--- src/rtl/cache_arbiter_if.sv ---
// cache_arbiter_if: icache, dcache and physical-memory signals of the
// miss arbiter; slave is the arbiter's view, master the environment's.
interface cache_arbiter_if #(
  parameter int LINE_WIDTH = 256,
  parameter int ADDR_WIDTH = 32
);
  logic                  i_read;
  logic [ADDR_WIDTH-1:0] i_addr;
  logic [LINE_WIDTH-1:0] i_rdata;
  logic                  i_resp;
  logic                  d_read;
  logic                  d_write;
  logic [ADDR_WIDTH-1:0] d_addr;
  logic [LINE_WIDTH-1:0] d_wdata;
  logic [LINE_WIDTH-1:0] d_rdata;
  logic                  d_resp;
  logic                  pmem_read;
  logic                  pmem_write;
  logic [ADDR_WIDTH-1:0] pmem_address;
  logic [LINE_WIDTH-1:0] pmem_wdata;
  logic [LINE_WIDTH-1:0] pmem_rdata;
  logic                  pmem_resp;

  modport slave (
    input  i_read, i_addr,
    input  d_read, d_write, d_addr, d_wdata,
    input  pmem_rdata, pmem_resp,
    output i_rdata, i_resp,
    output d_rdata, d_resp,
    output pmem_read, pmem_write,
    output pmem_address, pmem_wdata
  );

  modport master (
    output i_read, i_addr,
    output d_read, d_write, d_addr, d_wdata,
    output pmem_rdata, pmem_resp,
    input  i_rdata, i_resp,
    input  d_rdata, d_resp,
    input  pmem_read, pmem_write,
    input  pmem_address, pmem_wdata
  );
endinterface

--- src/rtl/cache_arbiter.sv ---
// cache_arbiter: one-in-flight I$/D$ line-miss arbiter onto a single pmem port.
// Define CACHE_ARB_RR_EN for round-robin ties; otherwise the dcache wins.
module cache_arbiter #(
  parameter int LINE_WIDTH  = 256,
  parameter int ADDR_WIDTH  = 32,
  parameter int OFFSET_BITS = 5
) (
  input logic            clk,
  input logic            reset,
  cache_arbiter_if.slave bus
);

  typedef enum logic [2:0] {
    IDLE, I_BUSY, D_BUSY, I_RESP, D_RESP
  } state_e;

  state_e r_state, w_next;

  logic                  w_d_req;
  logic                  w_d_wins;
  logic                  w_gnt_i;
  logic                  w_gnt_d;
  logic                  w_busy;
  logic                  w_done;
  logic                  w_unused;
  logic [ADDR_WIDTH-1:0] w_req_addr;
  logic [ADDR_WIDTH-1:0] r_addr;
  logic [LINE_WIDTH-1:0] r_wdata;
  logic [LINE_WIDTH-1:0] r_i_rdata;
  logic [LINE_WIDTH-1:0] r_d_rdata;
  logic                  r_write;
  logic                  r_rd;
  logic                  r_wr;
  logic                  r_i_resp;
  logic                  r_d_resp;

  assign w_d_req  = bus.d_read | bus.d_write;
  assign w_busy   = (r_state == I_BUSY) ||
                    (r_state == D_BUSY);
  assign w_done   = w_busy & bus.pmem_resp;
  assign w_unused = ^{bus.i_addr[OFFSET_BITS-1:0],
                      bus.d_addr[OFFSET_BITS-1:0]};

`ifdef CACHE_ARB_RR_EN
  // r_ptr = 1 prefers the dcache on the next tie
  logic r_ptr;
  assign w_d_wins = r_ptr;

  always_ff @(posedge clk or negedge reset) begin
    if (!reset) begin
      r_ptr <= 1'b0;
    end else if (w_gnt_i) begin
      r_ptr <= 1'b1;
    end else if (w_gnt_d) begin
      r_ptr <= 1'b0;
    end
  end
`else
  assign w_d_wins = 1'b1;
`endif

  always_ff @(posedge clk or negedge reset) begin
    if (!reset) begin
      r_state <= IDLE;
    end else begin
      r_state <= w_next;
    end
  end

  always_comb begin
    w_next  = r_state;
    w_gnt_i = 1'b0;
    w_gnt_d = 1'b0;
    unique case (r_state)
      IDLE: begin
        if (w_d_req && (w_d_wins || !bus.i_read)) begin
          w_gnt_d = 1'b1;
          w_next  = D_BUSY;
        end else if (bus.i_read) begin
          w_gnt_i = 1'b1;
          w_next  = I_BUSY;
        end
      end
      I_BUSY:  if (bus.pmem_resp) w_next = I_RESP;
      D_BUSY:  if (bus.pmem_resp) w_next = D_RESP;
      I_RESP:  w_next = IDLE;
      D_RESP:  w_next = IDLE;
      default: w_next = IDLE;
    endcase
  end

  assign w_req_addr = w_gnt_d ? bus.d_addr : bus.i_addr;

  // strobes lag the grant by one edge and drop on the completing edge
  always_ff @(posedge clk or negedge reset) begin
    if (!reset) begin
      r_addr    <= '0;
      r_wdata   <= '0;
      r_write   <= 1'b0;
      r_rd      <= 1'b0;
      r_wr      <= 1'b0;
      r_i_resp  <= 1'b0;
      r_d_resp  <= 1'b0;
      r_i_rdata <= '0;
      r_d_rdata <= '0;
    end else begin
      if (w_gnt_i || w_gnt_d) begin
        r_addr  <= {w_req_addr[ADDR_WIDTH-1:OFFSET_BITS],
                    {OFFSET_BITS{1'b0}}};
        r_write <= w_gnt_d & bus.d_write;
      end
      if (w_gnt_d && bus.d_write) begin
        r_wdata <= bus.d_wdata;
      end
      r_rd     <= w_busy & ~bus.pmem_resp & ~r_write;
      r_wr     <= w_busy & ~bus.pmem_resp & r_write;
      r_i_resp <= w_done & (r_state == I_BUSY);
      r_d_resp <= w_done & (r_state == D_BUSY);
      if (w_done && r_state == I_BUSY) begin
        r_i_rdata <= bus.pmem_rdata;
      end
      if (w_done && r_state == D_BUSY) begin
        r_d_rdata <= bus.pmem_rdata;
      end
    end
  end

  assign bus.pmem_read    = r_rd;
  assign bus.pmem_write   = r_wr;
  assign bus.pmem_address = r_addr;
  assign bus.pmem_wdata   = r_wdata;
  assign bus.i_resp       = r_i_resp;
  assign bus.d_resp       = r_d_resp;
  assign bus.i_rdata      = r_i_rdata;
  assign bus.d_rdata      = r_d_rdata;

endmodule

--- src/flat_wrapper.sv ---
// flat-port wrapper written by rule: the top's interface ports become plain ports
module cache_arbiter_flat 
#(
  parameter int LINE_WIDTH  = 256,
  parameter int ADDR_WIDTH  = 32,
  parameter int OFFSET_BITS = 5
)
  (clk, reset, bus_i_read, bus_i_addr, bus_d_read, bus_d_write, bus_d_addr, bus_d_wdata, bus_pmem_rdata, bus_pmem_resp, bus_i_rdata, bus_i_resp, bus_d_rdata, bus_d_resp, bus_pmem_read, bus_pmem_write, bus_pmem_address, bus_pmem_wdata);
  cache_arbiter_if #(.LINE_WIDTH(LINE_WIDTH), .ADDR_WIDTH(ADDR_WIDTH)) bus_i ();
  input logic clk;
  input logic reset;
  input wire logic [$bits(bus_i.i_read)-1:0] bus_i_read;
  input wire logic [$bits(bus_i.i_addr)-1:0] bus_i_addr;
  input wire logic [$bits(bus_i.d_read)-1:0] bus_d_read;
  input wire logic [$bits(bus_i.d_write)-1:0] bus_d_write;
  input wire logic [$bits(bus_i.d_addr)-1:0] bus_d_addr;
  input wire logic [$bits(bus_i.d_wdata)-1:0] bus_d_wdata;
  input wire logic [$bits(bus_i.pmem_rdata)-1:0] bus_pmem_rdata;
  input wire logic [$bits(bus_i.pmem_resp)-1:0] bus_pmem_resp;
  output wire logic [$bits(bus_i.i_rdata)-1:0] bus_i_rdata;
  output wire logic [$bits(bus_i.i_resp)-1:0] bus_i_resp;
  output wire logic [$bits(bus_i.d_rdata)-1:0] bus_d_rdata;
  output wire logic [$bits(bus_i.d_resp)-1:0] bus_d_resp;
  output wire logic [$bits(bus_i.pmem_read)-1:0] bus_pmem_read;
  output wire logic [$bits(bus_i.pmem_write)-1:0] bus_pmem_write;
  output wire logic [$bits(bus_i.pmem_address)-1:0] bus_pmem_address;
  output wire logic [$bits(bus_i.pmem_wdata)-1:0] bus_pmem_wdata;
  assign bus_i.i_read = bus_i_read;
  assign bus_i.i_addr = bus_i_addr;
  assign bus_i.d_read = bus_d_read;
  assign bus_i.d_write = bus_d_write;
  assign bus_i.d_addr = bus_d_addr;
  assign bus_i.d_wdata = bus_d_wdata;
  assign bus_i.pmem_rdata = bus_pmem_rdata;
  assign bus_i.pmem_resp = bus_pmem_resp;
  assign bus_i_rdata = bus_i.i_rdata;
  assign bus_i_resp = bus_i.i_resp;
  assign bus_d_rdata = bus_i.d_rdata;
  assign bus_d_resp = bus_i.d_resp;
  assign bus_pmem_read = bus_i.pmem_read;
  assign bus_pmem_write = bus_i.pmem_write;
  assign bus_pmem_address = bus_i.pmem_address;
  assign bus_pmem_wdata = bus_i.pmem_wdata;
  cache_arbiter #(.LINE_WIDTH(LINE_WIDTH), .ADDR_WIDTH(ADDR_WIDTH), .OFFSET_BITS(OFFSET_BITS)) u_core (.clk(clk), .reset(reset), .bus(bus_i));
endmodule
--- config.mk ---
export PLATFORM = sky130hd
export DESIGN_NAME = cache_arbiter_flat
export DESIGN_NICKNAME = d
export VERILOG_FILES = /design/src/rtl/cache_arbiter_if.sv /design/src/rtl/cache_arbiter.sv /design/src/flat_wrapper.sv
export SDC_FILE = /design/constraint.sdc
export NUM_CORES = 1
export LEC_CHECK = 0
export ABC_AREA = 1
export BUFFER_PORTS_ARGS = -buffer_cell sky130_fd_sc_hd__buf_4
export CAP_MARGIN = 25
export CORE_AREA = 2 2 542 544
export DETAILED_ROUTE_END_ITERATION = 10
export DIE_AREA = 0 0 544 546
export HOLD_SLACK_MARGIN = 0.12
export MAX_ROUTING_LAYER = met4
export SLEW_MARGIN = 20
export SYNTH_ARGS = -nofsm -noshare
export SYNTH_HDL_FRONTEND = slang
export SYNTH_SLANG_ARGS = --single-unit
--- constraint.sdc ---
create_clock -name clk -period 4.2 [get_ports clk]
set_clock_uncertainty 0.2 [all_clocks]
set_input_delay 0.21 -clock clk [delete_from_list [all_inputs] [get_ports clk]]
set_output_delay 0.21 -clock clk [all_outputs]
set_load 0.03 [all_outputs]
==> results_dict.tcl <==
set metrics [dict create \
    status "finished clean" \
    drv_slew 0 \
    fmax_ghz 0.258 \
    grt_pass1_wl_um 314000 \
    drcViolationCount 0 \
    post_cts_resized 0 \
    leakage_uw 0.0311 \
    path_class "reg2reg" \
    numCtsBuffers 102 \
    rsz0062_at_grt "no" \
    net-switching-power_uw 23200 \
    gp_congestion 0.934 \
    syn_area_per_cell_um2 8.81 \
    start_util_pct 10.6 \
    tritoncts "yes" \
    synthesis.instances 3517 \
    setup.worst_path.end_class "flop" \
    ant_nets 0 \
    post-route-period-util_pct 92.4 \
    tightestPinTransition_ps 989 \
    die_h_um 546 \
    die_w_um 544 \
    syn-cell-area_um2 31000 \
    dr.pass1.iters 6 \
    finish.utilization_pct 22.0 \
    clkPwrFrac_pct 18.9 \
    drt_iter0_markers 2892 \
    clkTransAtPathRegs_ps 60 \
    rows 199 \
    cap_viol_max_count 0 \
    cts_root_buffer "clkbuf_16" \
    fillers 31510 \
    finalSetupViolCount 0 \
    start_kind "flop" \
    drive_gt1_share_pct 25.3 \
    hold_class "in2reg" \
    switching_share_pct 47.4 \
    combPwrFrac_pct 53.4 \
    dpl_cell_area_um2 46000 \
    grt.overflow.total 0 \
    post-route-worst-setup-slack_ps 319 \
    design_area_um2 64200 \
    cp.required_ps 4740 \
    dp_slack_ps 1360 \
    p_per_area_nw_per_um2 762 \
    cts_max_level 3 \
    tns_ps 0 \
    arrival_ps 4420 \
    clock_latency_ps 810 \
    dpl.hpwl_um 178000 \
    synth-seq-cells 803 \
    die_area_um2 297000 \
    fin_nets 6885 \
    vias 36553 \
    boundaryPins 1386 \
    wl_um 237000 \
    yosysUniqueCellTypes 20 \
    hold_violations 0 \
    power_frac_seq_pct 27.7 \
    p_int_uw 25700 \
    cts.sinks 803 \
    area_growth_pct 107 \
    ir_worst_vdd_v 0.000524 \
    first_global_vias 37624 \
    grt_max_degree 140 \
    antenna_found_initial 152 \
    relSlewSlack_pct 34.0 \
    cts_max_path_buffers 4 \
    io_buffer_count 1370 \
    track_usage_pct 15.8 \
    layout_min_cycle_time_ps 3880 \
    worstPathMaxFanout 139 \
    core_um2 292000 \
    yosys_warnings 0 \
    vias_per_cell 3.52 \
    post_drt_wl_per_cell_um 22.8 \
    ys_seq_area_share_pct 64.8 \
]
cells in the final DEF, fill, tap and decap left out, drive strengths merged:
cell type    synthesis  routed
conb                 1       5
diode                0      98
nand3b               1       1
nand4               26      26
dlygate4sd3          0    1450
inv                 88      96
buf                157    1441
bufinv               0      10
a21oi               27      27
clkbuf              56     135
dfrtp              803     803
nor2                35      35
nand2             2029    2029
nand3               36      36
clkinvlp             0       7
or2                  1       1
clkinv               0      17
o21ai              257     257
what timing repair did:
item | 4_1_cts | 5_1_grt
hold buffers | 1451 | 0
endpoints found under the hold margin | 1604 | 0
buffers inserted | 0 | 0
area by class of cell:
cell class                      count  area [um^2]  share of cell area [%]
Antenna cell                       98          245                   0.382
Clock buffer                      135         2830                    4.41
Clock inverter                     42          586                   0.913
Inverter                           88          353                   0.550
Multi-Input combinational cell   2417         9600                    15.0
Sequential cell                   803        20100                    31.3
Tap cell                         3919         4900                    7.64
Timing Repair Buffer             2891        25600                    39.8
cell usage after synthesis, drive strengths merged:
master  count  area [um^2]
dfrtp     803        20100
nand4      26          163
buf       157          782
nand2    2029         7620
nand3b      1         20.0
o21ai     257         1290
clkbuf     56          210
a21oi      27          135
or2         1         6.26
nor2       35          156
inv        88          330
nand3      36          190
conb        1         3.75
worst max-delay path, cell delays in order (launching register included):
cell and delay (ps):
dfrtp_1 440, inv_2 480, nand2_2 170, nor2_4 360, buf_12 400, nand2_1 160, dlygate4sd3_1 630, nand2_1 90
dlygate4sd3_1 560
through the flow:
stage	cells	total power (uW)	hold WS [ps]
global route	10383	51400	151
floorplan	3521	25100	-286
CTS	10295	49100	120
detailed placement	8667	36900	101
finish	10393	48900	148
global placement	8666	36700	101
flip-flops by register name, summed over array words and instances (netlist names):
register / count
u_core.bus.d_resp: 1
u_core.bus.pmem_read: 1
u_core.bus.i_resp: 1
u_core.bus.pmem_write: 1
u_core.bus.d_rdata: 256
u_core.bus.pmem_wdata: 256
u_core.bus.pmem_address: 27
u_core.bus.i_rdata: 256
u_core.r_write: 1
u_core.r_state: 3
logic make-up after synthesis:
| group | Yosys count | synth area share [%] |
|---|---|---|
| buffers and inverters | 301 | 4.27 |
| other | 1 | 0.0121 |
| flip-flops | 803 | 64.8 |
| AND/OR/NAND/NOR | 2128 | 26.3 |
| AO/OA/AOI/OAI | 284 | 4.59 |
power groups by stage:
stage | clock network, uW | registers [uW] | logic [uW]
after floorplan | 0 | 20400 | 4720
after global placement | 0 | 13400 | 23300
after detailed placement | 0 | 13400 | 23400
after CTS | 9530 | 13400 | 26100
after global routing | 9790 | 13900 | 27600
final | 9240 | 13500 | 26100
layer usage:
layer	global-route usage (%)	wire length (um)	vias up	share of wire (%)
met3	6.68	26700	444	11
met2	24.1	103000	1832	44
li1	-	-	16538	-
met5	-	0	-	0
met4	7.27	13500	0	5.7
met1	17.6	93600	17739	40
final timing paths:
kind,startpoint,end,slack [ps],cells after the start
setup / recovery,u_core.r_state[1],u_core.bus.pmem_wdata[155],320,8
hold / removal,bus_pmem_rdata[169],u_core.bus.d_rdata[169],150,4
setup reg to reg,u_core.r_state[1],u_core.bus.pmem_wdata[155],320,8
hold reg to reg,u_core.r_write,u_core.bus.pmem_read,240,1
max in group asynchronous,reset,u_core.bus.pmem_wdata[95],2460,5
min in group asynchronous,reset,u_core.bus.pmem_wdata[200],590,4
No activity file was read; power rests on OpenSTA's default activity.
